==> src/rtl/aquarium_climate_fsm.sv <==
// aquarium_climate_fsm
//   Drives the hot and cold circulation pumps from registered temperature and
//   humidity readings. Decisions are taken once per prescaled tick. Features a
//   temperature hysteresis band, a minimum pump run time, a rest period after
//   every run, and a debounced water-level fault.
//
//   Optional feature macro: AQUA_FAULT_LATCH_EN
//     defined     -> level_fault latches until clr; the FSM then stays in IDLE
//     not defined -> level_fault clears after DEBOUNCE_TICKS good ticks
//
// Ports
//   clk                 system clock, rising edge
//   clr                 synchronous active-high reset
//   temperature_sensor  raw temperature            [SENSOR_W]
//   humidity_sensor     raw humidity               [SENSOR_W]
//   set_temperature     temperature setpoint       [SENSOR_W]
//   set_humidity        humidity setpoint          [SENSOR_W]
//   waterlvl_sensor     water-level probe
//   water_level_ok      probe polarity reference (good when probe differs)
//   pump_control_hot    hot pump enable
//   pump_control_cold   cold pump enable
//   level_fault         debounced water-level fault
//   fsm_state           IDLE=0, HEAT=1, COOL=2, REST=3
//
// state | meaning
// IDLE  | both pumps off, waiting for a heat or cool request
// HEAT  | hot pump running
// COOL  | cold pump running
// REST  | both pumps off for REST_TICKS after any run
module aquarium_climate_fsm #(
  parameter int SENSOR_W       = 3,
  parameter int TICK_DIV       = 50000000,
  parameter int HYST           = 1,
  parameter int MIN_ON_TICKS   = 4,
  parameter int REST_TICKS     = 2,
  parameter int DEBOUNCE_TICKS = 3
) (
  input  logic                clk,
  input  logic                clr,
  input  logic [SENSOR_W-1:0] temperature_sensor,
  input  logic [SENSOR_W-1:0] humidity_sensor,
  input  logic [SENSOR_W-1:0] set_temperature,
  input  logic [SENSOR_W-1:0] set_humidity,
  input  logic                waterlvl_sensor,
  input  logic                water_level_ok,
  output logic                pump_control_hot,
  output logic                pump_control_cold,
  output logic                level_fault,
  output logic [1:0]          fsm_state
);

  localparam logic [1:0] IDLE = 2'd0;
  localparam logic [1:0] HEAT = 2'd1;
  localparam logic [1:0] COOL = 2'd2;
  localparam logic [1:0] REST = 2'd3;

  localparam int DIV_W   = (TICK_DIV > 1) ? $clog2(TICK_DIV) : 1;
  localparam int DEB_W   = (DEBOUNCE_TICKS < 1) ? 1 : $clog2(DEBOUNCE_TICKS + 1);
  localparam int RUN_MAX = (MIN_ON_TICKS > REST_TICKS) ?
                           ((MIN_ON_TICKS > 1) ? MIN_ON_TICKS : 1) :
                           ((REST_TICKS > 1) ? REST_TICKS : 1);
  localparam int RUN_W   = $clog2(RUN_MAX + 1);

  localparam logic [DIV_W-1:0]  DIV_LAST = DIV_W'(TICK_DIV - 1);
  localparam logic [DEB_W-1:0]  DEB_MAX  = DEB_W'(DEBOUNCE_TICKS);
  localparam logic [RUN_W-1:0]  RUN_SAT  = RUN_W'(RUN_MAX);
  localparam logic [SENSOR_W:0] HYST_X   = (SENSOR_W + 1)'(HYST);

  logic [SENSOR_W-1:0] temp_q, hum_q, set_t_q, set_h_q;
  logic                lvl_q, lvl_ok_q;

  logic [DIV_W-1:0]    div_cnt;
  logic                tick;
  logic [RUN_W-1:0]    run_cnt;
  logic [1:0]          state, state_nxt;
  logic [DEB_W-1:0]    bad_cnt, bad_nxt;
  logic                fault_nxt;
  logic                level_bad;

  logic [SENSOR_W:0]   temp_x, hum_x, set_t_x, set_h_x;
  logic                heat_req, cool_req, min_on_done, rest_done;

  always_ff @(posedge clk) begin
    if (clr) begin
      temp_q   <= '0;
      hum_q    <= '0;
      set_t_q  <= '0;
      set_h_q  <= '0;
      lvl_q    <= 1'b0;
      lvl_ok_q <= 1'b0;
    end else begin
      temp_q   <= temperature_sensor;
      hum_q    <= humidity_sensor;
      set_t_q  <= set_temperature;
      set_h_q  <= set_humidity;
      lvl_q    <= waterlvl_sensor;
      lvl_ok_q <= water_level_ok;
    end
  end

  assign tick = (div_cnt == DIV_LAST);

  // One extra bit so setpoint + HYST cannot wrap.
  assign temp_x  = {1'b0, temp_q};
  assign hum_x   = {1'b0, hum_q};
  assign set_t_x = {1'b0, set_t_q};
  assign set_h_x = {1'b0, set_h_q};

  assign heat_req = (temp_x + HYST_X < set_t_x) && (hum_x > set_h_x);
  assign cool_req = (temp_x > set_t_x + HYST_X) && (hum_x < set_h_x);

  // Signed compares keep MIN_ON_TICKS/REST_TICKS of 0 well defined.
  assign min_on_done = (int'(run_cnt) >= MIN_ON_TICKS - 1);
  assign rest_done   = (int'(run_cnt) >= REST_TICKS - 1);

  assign level_bad = (lvl_q == lvl_ok_q);
  assign bad_nxt   = !level_bad ? '0 : ((bad_cnt == DEB_MAX) ? bad_cnt : bad_cnt + 1'b1);

`ifdef AQUA_FAULT_LATCH_EN
  assign fault_nxt = level_fault || (bad_nxt == DEB_MAX);
`else
  logic [DEB_W-1:0] good_cnt, good_nxt;

  assign good_nxt  = level_bad ? '0 : ((good_cnt == DEB_MAX) ? good_cnt : good_cnt + 1'b1);
  assign fault_nxt = (bad_nxt == DEB_MAX) ? 1'b1 :
                     (good_nxt == DEB_MAX) ? 1'b0 : level_fault;

  always_ff @(posedge clk) begin
    if (clr)       good_cnt <= '0;
    else if (tick) good_cnt <= good_nxt;
  end
`endif

  // The fault value computed for this tick gates the transition in the same tick.
  always_comb begin
    state_nxt = state;
    case (state)
      IDLE: begin
        if (!fault_nxt) begin
          if (heat_req)      state_nxt = HEAT;
          else if (cool_req) state_nxt = COOL;
        end
      end
      HEAT: if (fault_nxt || (min_on_done && temp_x >= set_t_x)) state_nxt = REST;
      COOL: if (fault_nxt || (min_on_done && temp_x <= set_t_x)) state_nxt = REST;
      REST: if (rest_done) state_nxt = IDLE;
      default: state_nxt = IDLE;
    endcase
  end

  always_ff @(posedge clk) begin
    if (clr) begin
      div_cnt           <= '0;
      run_cnt           <= '0;
      bad_cnt           <= '0;
      state             <= IDLE;
      level_fault       <= 1'b0;
      pump_control_hot  <= 1'b0;
      pump_control_cold <= 1'b0;
    end else begin
      div_cnt <= tick ? '0 : div_cnt + 1'b1;
      if (tick) begin
        bad_cnt     <= bad_nxt;
        level_fault <= fault_nxt;
        state       <= state_nxt;
        if (state_nxt != state)  run_cnt <= '0;
        else if (run_cnt != RUN_SAT) run_cnt <= run_cnt + 1'b1;
        pump_control_hot  <= (state_nxt == HEAT);
        pump_control_cold <= (state_nxt == COOL);
      end
    end
  end

  assign fsm_state = state;

endmodule
==> config.mk <==
export PLATFORM = sky130hd
export DESIGN_NAME = aquarium_climate_fsm
export DESIGN_NICKNAME = d
export VERILOG_FILES = /design/src/rtl/aquarium_climate_fsm.sv
export SDC_FILE = /design/constraint.sdc
export NUM_CORES = 1
export LEC_CHECK = 0
export BUFFER_PORTS_ARGS = -buffer_cell sky130_fd_sc_hd__buf_2
export CAP_MARGIN = 20
export CORE_MARGIN = 1
export CORE_UTILIZATION = 55
export DETAILED_ROUTE_END_ITERATION = 8
export GPL_TIMING_DRIVEN = 0
export HOLD_SLACK_MARGIN = 0.15
export PLACE_DENSITY = 0.8
export SLEW_MARGIN = 20
export SYNTH_ARGS = -nofsm -noshare
export SYNTH_HDL_FRONTEND = slang
export SYNTH_SLANG_ARGS = --single-unit
==> constraint.sdc <==
create_clock -name clk -period 3.35 [get_ports clk]
set_clock_uncertainty 0.2 [all_clocks]
set_input_delay 0.335 -clock clk [delete_from_list [all_inputs] [get_ports clk]]
set_output_delay 0.335 -clock clk [all_outputs]
set_load 0.005 [all_outputs]
## Word-level counts from Yosys, hierarchy flattened

Index checks and enable logic that the tools add are counted.

| storage, ports and cells | value |
|---|---|
| word-level logic and storage cells | 66 |
| bits in registers | 52 |

| cells by class | value |
|---|---|
| $lt $le $gt $ge | 8 |
| multiplexer cells | 15 |
| add/sub/neg operators | 6 |
| reductions and logical operators | 10 |
| eq/ne operators | 13 |

Operators with widths:

| kind | count |
|---|---|
| $add A26 B1 Y26 const B | 1 |
| $eq A26 B26 Y1 const B | 1 |
| $mux W2 | 10 |
| $eq A2 B2 Y1 const B | 7 |
| $add A3 B1 Y4 const B | 2 |
| $pmux W2 S4 | 1 |
| $mux W3 | 2 |
| $add A2 B1 Y2 const B | 2 |
| $eq A2 B1 Y1 const B | 2 |
| $gt A3 B4 Y1 | 1 |
| $logic_and A1 B1 Y1 | 4 |
| $lt A4 B3 Y1 | 1 |
| $add A3 B1 Y3 const B | 1 |
| $ge A3 B1 Y1 const B | 1 |
| $ge A3 B2 Y1 const B | 1 |
| $ge A3 B3 Y1 | 1 |
| $gt A3 B3 Y1 | 1 |
| $le A3 B3 Y1 | 1 |
| $lt A3 B3 Y1 | 1 |
| $ne A3 B3 Y1 const B | 1 |
| $logic_not A2 Y1 | 1 |
| $logic_or A1 B1 Y1 | 2 |
| $mux W1 | 2 |
| $ne A2 B2 Y1 | 1 |
| 4 further kinds | 4 |

## Longest topological paths before layout

| depth | value |
|---|---|
| depth after elaboration | 12 |
| depth in mapped cells | 10 |
| depth with buffers taken out | 10 |

## Worst setup path after synthesis

Ideal clock, no wire load.

| timing | value |
|---|---|
| path type | reg2reg |
| start | reg temp_q[0] |
| end | reg run_cnt[0] |
| buffers on the path | 0 |
| required time | 3.033 ns |
| setup slack | 0.908 ns |
| data arrival time | 2.125 ns |
| stages on the path, launching flop included | 10 |
| period minus slack after synthesis | 2.442 ns |
| cell sequence | dfxtp_1 inv_1 ha_1 a21bo_2 a211oi_1 a211oi_1 or3_2 o211ai_1 o21ai_1 o22a_1 |

| on the way | value |
|---|---|
| word-level cells in the longest chain between the ends | 9 |
| elaborated cells on any way between the ends | 21 |
| classes of those cells | add/sub: 1; order compare: 4; eq/ne: 1; mux: 7; reduce/logical: 8 |

Ends and longest elaborated chain:

| item | RTL line | RTL |
|---|---|---|
| start: declaration | 69 | `logic [SENSOR_W-1:0] temp_q, hum_q, set_t_q, set_h_q;` |
| start signal: assignment | 92 | `temp_q <= temperature_sensor;` |
| $add A3 B1 Y4 / $gt A3 B4 Y1 (equally long branches) | 109, 110 |  |
| $lt A4 B3 Y1 / $logic_and A1 B1 Y1 (equally long branches) | 109, 110 |  |
| $logic_and A1 B1 Y1 / $mux W2 (equally long branches) | 109, 141 |  |
| $mux W2 | 140 | `if (heat_req) state_nxt = HEAT;` |
| $mux W2 | 139 | `if (!fault_nxt) begin` |
| $pmux W2 S4 (*) | 137 | `case (state)` |
| $ne A2 B2 Y1 (*) | 166 | `if (state_nxt != state) run_cnt <= '0;` |
| $reduce_bool A2 Y1 (no line) | -- |  |
| $reduce_and A2 Y1 (no line) | -- |  |
| end signal: assignment | 167 | `else if (run_cnt != RUN_SAT) run_cnt <= run_cnt + 1'b1;` |
| end: declaration | 74 | `logic [RUN_W-1:0] run_cnt;` |

Every way passes the cells marked *; elsewhere a longest branch is shown, timed or not.
A chain may end at the register's enable or synchronous reset.

## Worst setup path after layout

| timing | value |
|---|---|
| start | reg temp_q[0] |
| end | reg run_cnt[2] |

Same word-level chain as after synthesis.

==> qor.txt <==
CP Data Required Time - 3.35 ns
XOR/XNOR Fraction of Synth Area - 7.93%
FFs w/ async S/R, synth - 0%
Ys flop type - dfxtp_1
Pwr dens - 381 nW/um^2
Synth Area in Simple Gates - 25.8%
Max_slew headroom - 65.7%
Final HPWL DP - 3.56 mm
Pins Over Slew Limit - 0
Inserted Diodes - 0
Internal power - 0.907 mW
Worst path max stage delay - 0.48 ns
CTS buffer count - 5
Switching pwr - 0.260 mW
Peak VDD IR - 0.000283 V
Site row count - 24
Top cell by count, worst path - a211oi_1
Flop2flop setup slack - 0.60 ns
Final net count - 377
Clk pwr share - 34.7%
Critical path depth in cells - 9
Clk buf depth - 2
DR WL/cell - 13.0 um
Crit path buf inv count - 1
Top delay family on crit path - compound AO/OA/AOI/OAI gates
CP Launch Type - register
Max Freq - 0.364 GHz
Setup crit end kind - register
Hold Crit Class - reg2reg
Pre-CTS WS - 0.657 ns
Final-report setup violation count - 0
Compound-gate portion of the synthesized area - 12.2%
Yosys reg bits - 52
Syn avg cell area - 8.81 sq um
Area Growth Syn to Fin - 15.4%
GPL Wtd Cong - 0.960
Pin count of the biggest net entering global routing - 15
Cell taking the most area after synthesis - dfxtp_1
Via-to-Cell Ratio - 5.48
CP arrival - 2.74 ns
IO Pins - 21
Worst-skew pair later-pin latency - 0.30 ns
Routed wire length - 5.10 mm
Synth area leaders - dfxtp_1, ha_1, xor2_1, nor2_1, nor2b_1
Final worst slack - 0.602 ns
Kind of critical path - reg2reg
LEAKAGE - 1.20 nW
Worst hold path cell count - 2
Status - finished, final reports clean
Die height - 71.4 um
Crit path max fanout - 4
Initial DRT Pass Iterations - 4
Initial antenna violation count - 0
DR vias - 2152
Adder-Cell Fraction of Synth Area - 8.97%
Mux cell area share after synthesis - 0.755%
Syn nets - 336
Vias in the first global route - 2069
Core footprint - 4500 sq um
Clk slew on worst S/H paths - 0.09 ns
CTS H-tree depth - 2
Port Buffers - 19
Net Sw Frac - 22.3%
Die width - 71.4 um
DRC Markers - 0
Combinational Power Share - 10.4%
Clock sinks - 52
Clock Tree Root - clkbuf_8
Die area - 5100 sq um
Yosys cell types - 53
Setup_tns - 0 ns
Sequential-to-total area share from yosys stat - 39.3%
Cts repair resizes - 0
EDFF count, synth - 0
CP Cell Sequence - inv_1 > ha_1 > a21bo_2 > a211oi_1 > a211oi_1 > or3_2 > and4_1 > o2111ai_1 > o21ai_0
GR Util All Layers - 22.8%
Sequential Power Share - 54.9%
Tcrit/Tclk final - 82.0%
Yosys top cell area share - 39.3%
Initial Utilization - 58.9%
Reg2reg path depth - 9
Main combinational cell family by area after synthesis - simple AND/OR/NAND/NOR gates
CP max stage cell - or3_2
Actual slew at the worst max-slew pin - 0.510 ns
Ys Warns - 0
Netlist Area Pre-Place - 2650 sq um
Post-Synthesis Cells - 301
# Max-Cap Violations - 0
Layout cells sized above 1 - 13.8%
RSZ-0062 raised after global routing - no
Post-CTS setup repair buffer count - 0
Final hold violation count - 0
TritonCTS clock tree - yes
First-pass GRT wire length - 9.18 mm
Starting DRT DRC Count - 138
Tmin final - 2.75 ns
Routed Antenna Nets - 0
Grt ovf - 0
[tightest hold or removal path, cell delays in order (launching register included)]
cell and delay (ns):
dfxtp_1 0.32, nand2_1 0.05, a21oi_1 0.05
[state kept, by name, summed over array words and instances, names as in the netlist]
register,count
div_cnt,26
hum_q,3
run_cnt,3
set_h_q,3
set_t_q,3
temp_q,3
bad_cnt,2
fsm_state,2
good_cnt,2
level_fault,1
lvl_ok_q,1
lvl_q,1
pump_control_cold,1
pump_control_hot,1
[cell type report]
class,instances,area [sq um]
fill,358,1440
tap,52,65.1
inverter,18,67.6
multi-input combinational,222,1470
clock inverter,1,30.0
buffer,9,68.8
timing repair buffer,34,245
clock buffer,5,68.8
sequential,52,1040
[final timing paths]
kind	start	end
worst max-delay path	temp_q[0]	run_cnt[2]
worst min-delay path	pump_control_cold	pump_control_cold
worst min register to register	pump_control_cold	pump_control_cold
worst max register to register	temp_q[0]	run_cnt[2]
[cell usage after synthesis (4+ instances only)]
| library cell | count |
|---|---|
| a211oi_1 | 5 |
| a21oi_1 | 19 |
| dfxtp_1 | 52 |
| ha_1 | 19 |
| inv_1 | 18 |
| nand2_1 | 19 |
| nand3_1 | 13 |
| nand4_1 | 7 |
| nor2_1 | 37 |
| nor2b_1 | 18 |
| nor3_1 | 7 |
| o21ai_0 | 9 |
| or3_1 | 4 |
| xnor2_1 | 8 |
| xor2_1 | 16 |
[metal layers]
metal / GRT usage [%] / part of all wire [%]
met5: 0 / 0
met4: 8.44 / 1.6
met3: 4.92 / 4.0
met2: 36.5 / 47
met1: 30.5 / 47
[power by group through the flow]
| stage | Clock (mW) | Combinational (mW) | Sequential (mW) |
|---|---|---|---|
| CTS | 0.412 | 0.120 | 0.641 |
| global route | 0.437 | 0.139 | 0.643 |
| finish | 0.405 | 0.121 | 0.641 |
| global placement | 0 | 0.103 | 0.655 |
| detailed placement | 0 | 0.106 | 0.656 |
| floorplan | 0 | 0.0803 | 0.653 |
[stage by stage]
stage | instance area, sq um | power (mW) | utilization (%) | hold WS, ns | cells
6_report | 3060 | 1.17 | 67.9 | 0.264 | 393
5_1_grt | 3060 | 1.22 | 67.9 | 0.280 | 393
4_1_cts | 3060 | 1.17 | 67.9 | 0.263 | 393
3_5_place_dp | 2810 | 0.762 | 62.4 | 0.249 | 372
3_3_place_gp | 2810 | 0.758 | 62.4 | 0.248 | 372
2_1_floorplan | 2650 | 0.734 | - | 0.230 | 301
[cell families after synthesis]
group | count (synthesis)
adders and majority gates | 19
AOI/OAI and AO/OA | 49
and+or+nand+nor | 128
buffers and inverters | 27
muxes | 2
DFF | 52
xor gates and xnor gates | 24
[placed cells by master, fill, tap and decap left out, types with 2 or more instances in the layout]
cell,instances
nor2_2,2
clkbuf_1,3
dfxtp_1,52
o21ai_0,9
inv_1,18
buf_2,20
buf_6,2
nor4_1,3
a211oi_1,5
and3_1,2
nor3_1,7
a21oi_1,19
ha_1,19
buf_4,2
xor2_1,16
xnor2_1,8
nand4_1,7
and3_2,3
nand2_1,19
dlygate4sd3_1,15
mux2i_1,2
nand3_1,13
nor2_1,37
nor2b_1,18
or3_1,4
clkbuf_8,5
and4_1,2
[what timing repair did]
action	4_1_cts	5_1_grt
hold buffers	15	0
endpoints found under the setup margin	0	0
hold endpoints to repair	16	0
Power figures use the tool's default switching activity.
